`config.mk`:
```
export PLATFORM = sky130hd
export DESIGN_NAME = irq_ctrl
export DESIGN_NICKNAME = d
export VERILOG_FILES = /design/src/rtl/irq_ctrl.sv
export SDC_FILE = /design/constraint.sdc
export NUM_CORES = 1
export LEC_CHECK = 0
export ABC_AREA = 0
export BUFFER_PORTS_ARGS = -buffer_cell sky130_fd_sc_hd__buf_2
export CORE_MARGIN = 3
export CORE_UTILIZATION = 38
export CTS_CLUSTER_SIZE = 10
export DETAILED_ROUTE_END_ITERATION = 10
export HOLD_SLACK_MARGIN = 0.06
export PLACE_DENSITY = 0.91
export SLEW_MARGIN = 20
export SYNTH_ARGS = -nofsm -noshare
export SYNTH_HDL_FRONTEND = slang
export SYNTH_SLANG_ARGS = --single-unit
```
`constraint.sdc`:
```
create_clock -name clk -period 3.3 [get_ports clk]
set_input_delay 0.33 -clock clk [delete_from_list [all_inputs] [get_ports clk]]
set_output_delay 0.33 -clock clk [all_outputs]
set_load 0.01 [all_outputs]
```
`src/rtl/irq_ctrl.sv`:
```
// irq_ctrl: six-source interrupt controller with software mask, fixed
// lowest-index-first priority, request/acknowledge handshake to the CPU and
// end-of-interrupt (EOI) release of the in-service source.
//
// Optional feature macro: IRQC_EDGE_EN
//   defined   - sources are rising-edge detected into a sticky PEND register
//               (write-1-to-clear, cleared for the winner at the ack edge)
//   undefined - PEND is the live intr_in level, no storage
//
// Handshake: irq_req is high from the edge that enters REQ until the edge that
// samples irq_ack=1; irq_id is stable for that whole span and through SERVICE.
// irq_ack outside REQ and EOI writes outside SERVICE have no effect.
//
// Ports
//   clk      in   system clock, rising edge
//   clr      in   asynchronous active-low reset
//   addr     in   [31:0] bus byte address, window BASE..BASE+0xF
//   WD       in   [31:0] bus write data
//   WE       in   bus write enable (only acts inside the window)
//   RD       out  [31:0] combinational read data, 0 outside the window
//   intr_in  in   [N_SRC-1:0] interrupt sources, active-high
//   irq_req  out  interrupt request to CPU
//   irq_id   out  [2:0] requested / in-service source index
//   irq_ack  in   single-cycle CPU acknowledge
//
// Register map (addr[3:2]): 0 MASK (RW), 1 PEND (R, W1C in edge mode),
//   2 VEC (R: bit31 = in service, bits[2:0] = irq_id), 3 EOI (W, reads 0)
module irq_ctrl #(
   parameter int          N_SRC = 6,
   parameter logic [31:0] BASE  = 32'h00007F20
) (
   input  logic             clk,
   input  logic             clr,
   input  logic [31:0]      addr,
   input  logic [31:0]      WD,
   input  logic             WE,
   output logic [31:0]      RD,
   input  logic [N_SRC-1:0] intr_in,
   output logic             irq_req,
   output logic [2:0]       irq_id,
   input  logic             irq_ack
);

   localparam logic [1:0] REG_MASK = 2'd0;
   localparam logic [1:0] REG_PEND = 2'd1;
   localparam logic [1:0] REG_VEC  = 2'd2;
   localparam logic [1:0] REG_EOI  = 2'd3;

   typedef enum logic [1:0] {
      ST_IDLE    = 2'd0,
      ST_REQ     = 2'd1,
      ST_SERVICE = 2'd2
   } state_e;

   state_e           state_q;
   logic             irq_req_q;
   logic [2:0]       irq_id_q;
   logic [N_SRC-1:0] mask_q, mask_d;
   logic [N_SRC-1:0] pend;
   logic [N_SRC-1:0] elig;
   logic [2:0]       winner;
   logic             in_win, wr_en, eoi_wr;
   logic [1:0]       sel;

   assign in_win = (addr[31:4] == BASE[31:4]);
   assign sel    = addr[3:2];
   assign wr_en  = WE & in_win;
   assign eoi_wr = wr_en && (sel == REG_EOI);

   // Byte-lane bits and unused data bits are not decoded.
   logic unused_bits;
   assign unused_bits = ^{addr[1:0], WD[31:N_SRC]};

   // ---------------- Mask register ----------------
   assign mask_d = (wr_en && sel == REG_MASK) ? WD[N_SRC-1:0] : mask_q;

   always_ff @(posedge clk or negedge clr) begin
      if (!clr) mask_q <= '0;
      else      mask_q <= mask_d;
   end

   // ---------------- Pending sources ----------------
`ifdef IRQC_EDGE_EN
   logic [N_SRC-1:0] intr_prev_q;
   logic [N_SRC-1:0] pend_q, pend_d;
   logic [N_SRC-1:0] pend_set, pend_clr;

   always_comb begin
      pend_set = intr_in & ~intr_prev_q;
      pend_clr = (wr_en && sel == REG_PEND) ? WD[N_SRC-1:0] : '0;
      // The acknowledged source is consumed at the ack edge.
      for (int i = 0; i < N_SRC; i++) begin
         if (state_q == ST_REQ && irq_ack && irq_id_q == 3'(i)) pend_clr[i] = 1'b1;
      end
      // A fresh rising edge beats a simultaneous clear of the same bit.
      pend_d = (pend_q & ~pend_clr) | pend_set;
   end

   always_ff @(posedge clk or negedge clr) begin
      if (!clr) begin
         intr_prev_q <= '0;
         pend_q      <= '0;
      end else begin
         intr_prev_q <= intr_in;
         pend_q      <= pend_d;
      end
   end

   assign pend = pend_q;
`else
   assign pend = intr_in;
`endif

   assign elig = pend & mask_q;

   // Lowest set index wins: scan downward so the last hit is the lowest.
   always_comb begin
      winner = 3'd0;
      for (int i = N_SRC - 1; i >= 0; i--) begin
         if (elig[i]) winner = 3'(i);
      end
   end

   // ---------------- Handshake FSM ----------------
   always_ff @(posedge clk or negedge clr) begin
      if (!clr) begin
         state_q   <= ST_IDLE;
         irq_req_q <= 1'b0;
         irq_id_q  <= 3'd0;
      end else begin
         case (state_q)
            ST_IDLE: begin
               if (elig != '0) begin
                  state_q   <= ST_REQ;
                  irq_req_q <= 1'b1;
                  irq_id_q  <= winner;
               end
            end
            ST_REQ: begin
               // Ack takes precedence over a withdrawal in the same cycle.
               if (irq_ack) begin
                  state_q   <= ST_SERVICE;
                  irq_req_q <= 1'b0;
               end else if (!elig[irq_id_q]) begin
                  state_q   <= ST_IDLE;
                  irq_req_q <= 1'b0;
               end
            end
            ST_SERVICE: begin
               if (eoi_wr) state_q <= ST_IDLE;
            end
            default: begin
               state_q   <= ST_IDLE;
               irq_req_q <= 1'b0;
            end
         endcase
      end
   end

   assign irq_req = irq_req_q;
   assign irq_id  = irq_id_q;

   // ---------------- Read mux ----------------
   always_comb begin
      RD = 32'd0;
      if (in_win) begin
         case (sel)
            REG_MASK: RD[N_SRC-1:0] = mask_q;
            REG_PEND: RD[N_SRC-1:0] = pend;
            REG_VEC:  RD = {(state_q == ST_SERVICE), 28'd0, irq_id_q};
            default:  RD = 32'd0;
         endcase
      end
   end

endmodule

```
==> results.yml, run 1 <==
sta:
  finalHoldViolCount: 0
  post-route-min-period_ns: 2.06
  fmax_ghz: 0.486
  rsz0062_at_grt: "no"
  holdWs_ns: 0.273
  clock_skew_ns: 0.00390
  setup-violations-final: 0
  fin_setup_tns_ns: 0
  setup_ws_ns: 1.24
  period_share_pct: 62.4
  drv_slew: 0
routing:
  first_pass_iters: 4
  drc: 0
  vias: 1006
  dr.first_iter.drc_count: 21
  wl_per_cell_um: 12.8
  final_antenna_net_count: 0
  avgViaCountPerCell: 4.93
  routed_wl_mm: 2.61
logic_synthesis:
  ys_seq_area_share_pct: 27.7
  synthXorXnorAreaFrac_pct: 0
  synthMuxAreaShare_pct: 13.9
  synth_cells: 117
  ys_types: 36
  synth_area_per_cell_um2: 9.25
  yosys_warnings: 0
  yosys.area_share.adder_pct: 0
  synthSimpleGateAreaFrac_pct: 25.8
  synth-edff-count: 0
  syn_area_mm2: 0.00108
  synth_top_family_by_area: "simple AND/OR/NAND/NOR gates"
  async_reset_ff_share_pct: 100
  ys_seq_elements: 12
  synth_ff_type: "dfrtp_1"
  synth_compound_area_share_pct: 12.7
power:
  p_int_mw: 0.241
  finalPower_mw: 0.329
  p_leak_nw: 0.718
  comb_power_share_pct: 18.5
  p_seq_share_pct: 44.7
  p_sw_share_pct: 26.7
  p_clk_share_pct: 36.8
  cellPowerDensity_mw_per_mm2: 248
  irDropWorstVdd_mv: 0.214
  power_switching_mw: 0.0878
finish:
  layout_commonest_cell: "buf_2"
  multi_input_area_um2: 661
  fillerInstances: 253
  drive_above_1_share_pct: 43.7
  fin_util_pct: 51.3
  seq_area_um2: 300
  final_cell_mix: "56 x buf_2, 25 x conb_1, 12 x dfrtp_1"
  instances_no_fill: 204
  num_antenna_cells: 0
  fin_area_mm2: 0.00133
  areaGrowthSynthToFinish_pct: 22.8
  fin_nets: 249
die:
  fp.dieH_um: 59.4
  coreArea_mm2: 0.00259
  initial_core_util_pct: 41.8
  fp.dieArea_mm2: 0.00352
  io_pins: 110
  die-width_um: 59.4
  num_rows: 18
clock_tree:
  cts_max_level: 1
  clock_latency_ns: 0.28
  post_cts.repair.setup_buffers: 0
  cts_max_path_buffers: 2
  tritoncts: "done"
  cts.sinks: 12
  root_buffer: "clkbuf_4"
  path_clk_slew_ns: 0.08
  cts_buffers: 3
placed_design:
  dp_slack_ns: 1.23
  gp_congestion: 0.827
  portBuffers: 56
  placed_cell_area_mm2: 0.00128
  dp_hpwl_mm: 2.23
  placed_cells: 199
critical_path:
  r2r_slack_ns: 1.70
  critical_path.max_fanout: 7
  crit_path_end_kind: "output pin"
  cpLargestDelayFamily: "simple AND/OR/NAND/NOR gates"
  reg2reg_from: "mask_q[3]$_DFFE_PN0P_"
  cp.required_ns: 2.97
  worst_setup_path_start_kind: "input port"
  r2r_cells: 4
  cp.arrival_ns: 1.73
  path_buf_inv: 2
  cp_cell_sequence: "buf_2, nor4b_2, nand4_2, or2_1, nor4b_4, buf_2"
  slowest_stage: "or2_1"
  crit_path_frequent_cell: "buf_2"
  r2r-end: "irq_req$_DFFE_PN0P_"
  critPathKind: "input port to output pin"
  crit_path_max_incr_delay_ns: 0.38
global_routing:
  antenna_found_initial: 0
  grt_pass1_wl_mm: 4.04
  track_usage_pct: 15.5
  grt_pass1_vias: 962
  grt_max_degree: 13
  overflow: 0
hold_path:
  hold_path_class: "input port to flop"
  hold_end: "mask_q[2]$_DFFE_PN0P_"
  hold_depth: 2
  min-delay-start: "WD[2]"
outcome:
  outcome: "finished clean"
run:
  drv_cap: 0
==> timing repair <==
action | CTS | global route
setup endpoints to repair | 0 | 0
gates resized for setup | 0 | 0
hold endpoints to repair | 12 | 0
hold buffers | 1 | 0
==> flip-flops by register name, indices dropped and copies added, names as in the netlist <==
register	cells
mask_q	6
state_q	2
irq_id	3
irq_req	1
==> synthesized netlist by cell type (2+ instances only) <==
cell type  number  area (um2)
buf_4          25         188
and4bb_2        2        25.0
nor3_1          4        20.0
a32o_1          2        20.0
o21ai_0         3        15.0
nand2_1         8        30.0
mux2i_1         6        60.1
o31ai_1         3        22.5
nor4_1          3        18.8
mux2_2          6        67.6
nor2_1          9        33.8
dfrtp_1        12         300
nand3_1         4        20.0
a22o_1          2        17.5
a21oi_1         6        30.0
and2_1          2        12.5
==> power by group through the flow <==
stage / Clock (mW) / Sequential [mW] / Combinational (mW)
after floorplan: 0 / 0.150 / 0.0492
after global placement: 0 / 0.150 / 0.0581
after detailed placement: 0 / 0.150 / 0.0598
after CTS: 0.123 / 0.147 / 0.0609
after global routing: 0.134 / 0.147 / 0.0688
final: 0.121 / 0.147 / 0.0609
==> cell families after synthesis <==
kind of cell	after synthesis
other cells	1
flops	12
mux	13
compound gates	19
buf+inv	29
simple gates	43
==> area by class of cell <==
cell class / instances / share of cell area, %
clock buffers: 4 / 2.73
inverters: 1 / 0.282
multi-input cells: 100 / 49.7
flip-flops and latches: 12 / 22.6
well taps: 30 / 2.82
repair buffers: 57 / 21.8
==> per-layer routing <==
layer,up-vias,part of all wire [%],GRT usage (%)
met2,51,53,28.5
met5,-,0,0
met3,5,10,3.49
met4,0,2.0,8.74
met1,463,34,15.9
li1,487,-,-
==> how the worst max path moves through the flow <==
stage,cells past startpoint,to,startpoint
global placement,6,RD[31],addr[17]
CTS,6,RD[31],addr[17]
floorplan,5,RD[3],addr[17]
finish,6,RD[31],addr[17]
detailed placement,6,RD[31],addr[17]
global route,6,RD[31],addr[17]
==> worst register-to-register path: stages, from the launching register on <==
cell and delay [ns]:
dfrtp_1 0.43, a22o_1 0.27, o41ai_2 0.46, a21boi_0 0.22, o21ai_0 0.10
No activity file was read; power rests on OpenSTA's default activity.
==> run 2: changes to the inputs <==
Settings changed: CORE_UTILIZATION 38 to 36, PLACE_DENSITY 0.91 to 0.87.
Clock period 3.3 ns to 1.9 ns, I/O delays scaled along.
==> results.yml, run 2 (synthesized netlist as in run 1, its figures left out) <==
finish:
  areaGrowthSynthToFinish_pct: 24.3
  top_register: "mask_q"
  fin_nets: 251
  drive_above_1_share_pct: 44.3
  num_antenna_cells: 0
  final_cell_mix: "56 x buf_2, 25 x conb_1, 12 x dfrtp_1"
  largest_register_ffs: 6
  layout_commonest_cell: "buf_2"
  fin_area_mm2: 0.00135
power:
  irDropWorstVdd_mv: 0.315
  p_leak_nw: 0.727
  cellPowerDensity_mw_per_mm2: 426
  finalPower_mw: 0.572
placed_design:
  dp_hpwl_mm: 2.24
  portBuffers: 56
  gp_congestion: 0.864
  dp_slack_ns: 0.182
  placed_cell_area_mm2: 0.00130
global_routing:
  grt_pass1_wl_mm: 4.00
  track_usage_pct: 14.5
  antenna_found_initial: 0
  grt_busiest_layer: "met2"
  grt_pass1_vias: 926
  grt_use_met2_pct: 25.5
  grt_util_met1_pct: 16.8
  overflow: 0
  grt_max_degree: 13
  gr-usage-met3_pct: 1.91
die:
  fp.dieArea_mm2: 0.00370
  fp.dieH_um: 60.8
  die-width_um: 60.8
  io_pins: 110
  num_rows: 19
  initial_core_util_pct: 38.6
  coreArea_mm2: 0.00281
routing:
  vias: 1036
  drc: 0
  wl_per_cell_um: 12.7
  avgViaCountPerCell: 5.00
  first_pass_iters: 4
  final_antenna_net_count: 0
  dr.first_iter.drc_count: 28
  routed_wl_mm: 2.63
critical_path:
  slowest_stage: "o41ai_2"
  critPathKind: "flop to flop"
  crit_path_end_kind: "flop"
  cp.arrival_ns: 1.86
  worst_setup_path_start_kind: "flop"
  critical_path.max_fanout: 5
  path_buf_inv: 0
  cp_cell_sequence: "a22o_1, o41ai_2, a21boi_0, o21ai_0"
  cpLargestDelayFamily: "compound AO/OA/AOI/OAI gates"
  crit_path_max_incr_delay_ns: 0.49
  cp.required_ns: 2.06
clock_tree:
  cts_hold_buf: 1
  tritoncts: "done"
  post_cts.repair.setup_buffers: 0
  clock_latency_ns: 0.28
  ctsResizeCount: 0
  cts_max_path_buffers: 2
  root_buffer: "clkbuf_4"
  path_clk_slew_ns: 0.08
  cts_max_level: 1
  cts.sinks: 12
  cts_buffers: 3
sta:
  period_share_pct: 89.5
  fin_setup_tns_ns: 0
  setup_ws_ns: 0.200
  rsz0062_at_grt: "no"
  slew_headroom_pct: 66.5
  fmax_ghz: 0.588
  post-route-min-period_ns: 1.70
  holdWs_ns: 0.130
  drv_slew: 0
  worst_pin_slew_ns: 0.497
  clock_skew_ns: 0.00192
  finalHoldViolCount: 0
  setup-violations-final: 0
hold_path:
  hold_path_class: "input port to flop"
outcome:
  outcome: "finished clean"
run:
  drv_cap: 0
run 2: report_power, final:
part	total, mW	internal [mW]	switching, mW	leakage [nW]
registers	0.255	0.255	0.00000000621	0.163
clock network	0.212	0.117	0.0947	0.0210
logic	0.106	0.0469	0.0589	0.543
total	0.572	0.419	0.154	0.727
run 2: path summary, 6_finish.rpt:
kind	slack, ns	cells after the start	startpoint	endpoint
worst max-delay path	0.20	4	mask_q[3]$_DFFE_PN0P_	irq_req$_DFFE_PN0P_
worst min-delay path	0.13	2	WD[3]	mask_q[3]$_DFFE_PN0P_
worst max register to register	0.20	4	mask_q[3]$_DFFE_PN0P_	irq_req$_DFFE_PN0P_
worst min register to register	0.55	1	state_q[1]$_DFFE_PN0P_	state_q[0]$_DFFE_PN0P_
max in group asynchronous	1.37	2	clr	mask_q[2]$_DFFE_PN0P_
min in group asynchronous	0.31	2	clr	state_q[0]$_DFFE_PN0P_
run 2: final cells by class:
type	count	area (um2)
Timing Repair Buffer	59	305
Inverter	1	3.75
Clock buffer	4	36.3
Sequential cell	12	300
Tap cell	31	38.8
Fill cell	284	1460
Multi-Input combinational cell	100	661
run 2: routing by layer:
layer	part of all wire, %	routed length [um]
met3	10	268
met2	49	1300
met4	2.4	63
met5	0	0
met1	38	1000
run 2: stage by stage:
step	instances	utilization, %
floorplan	141	-
global placement	202	46.3
detailed placement	202	46.3
CTS	207	47.9
global route	207	47.9
finish	207	47.9
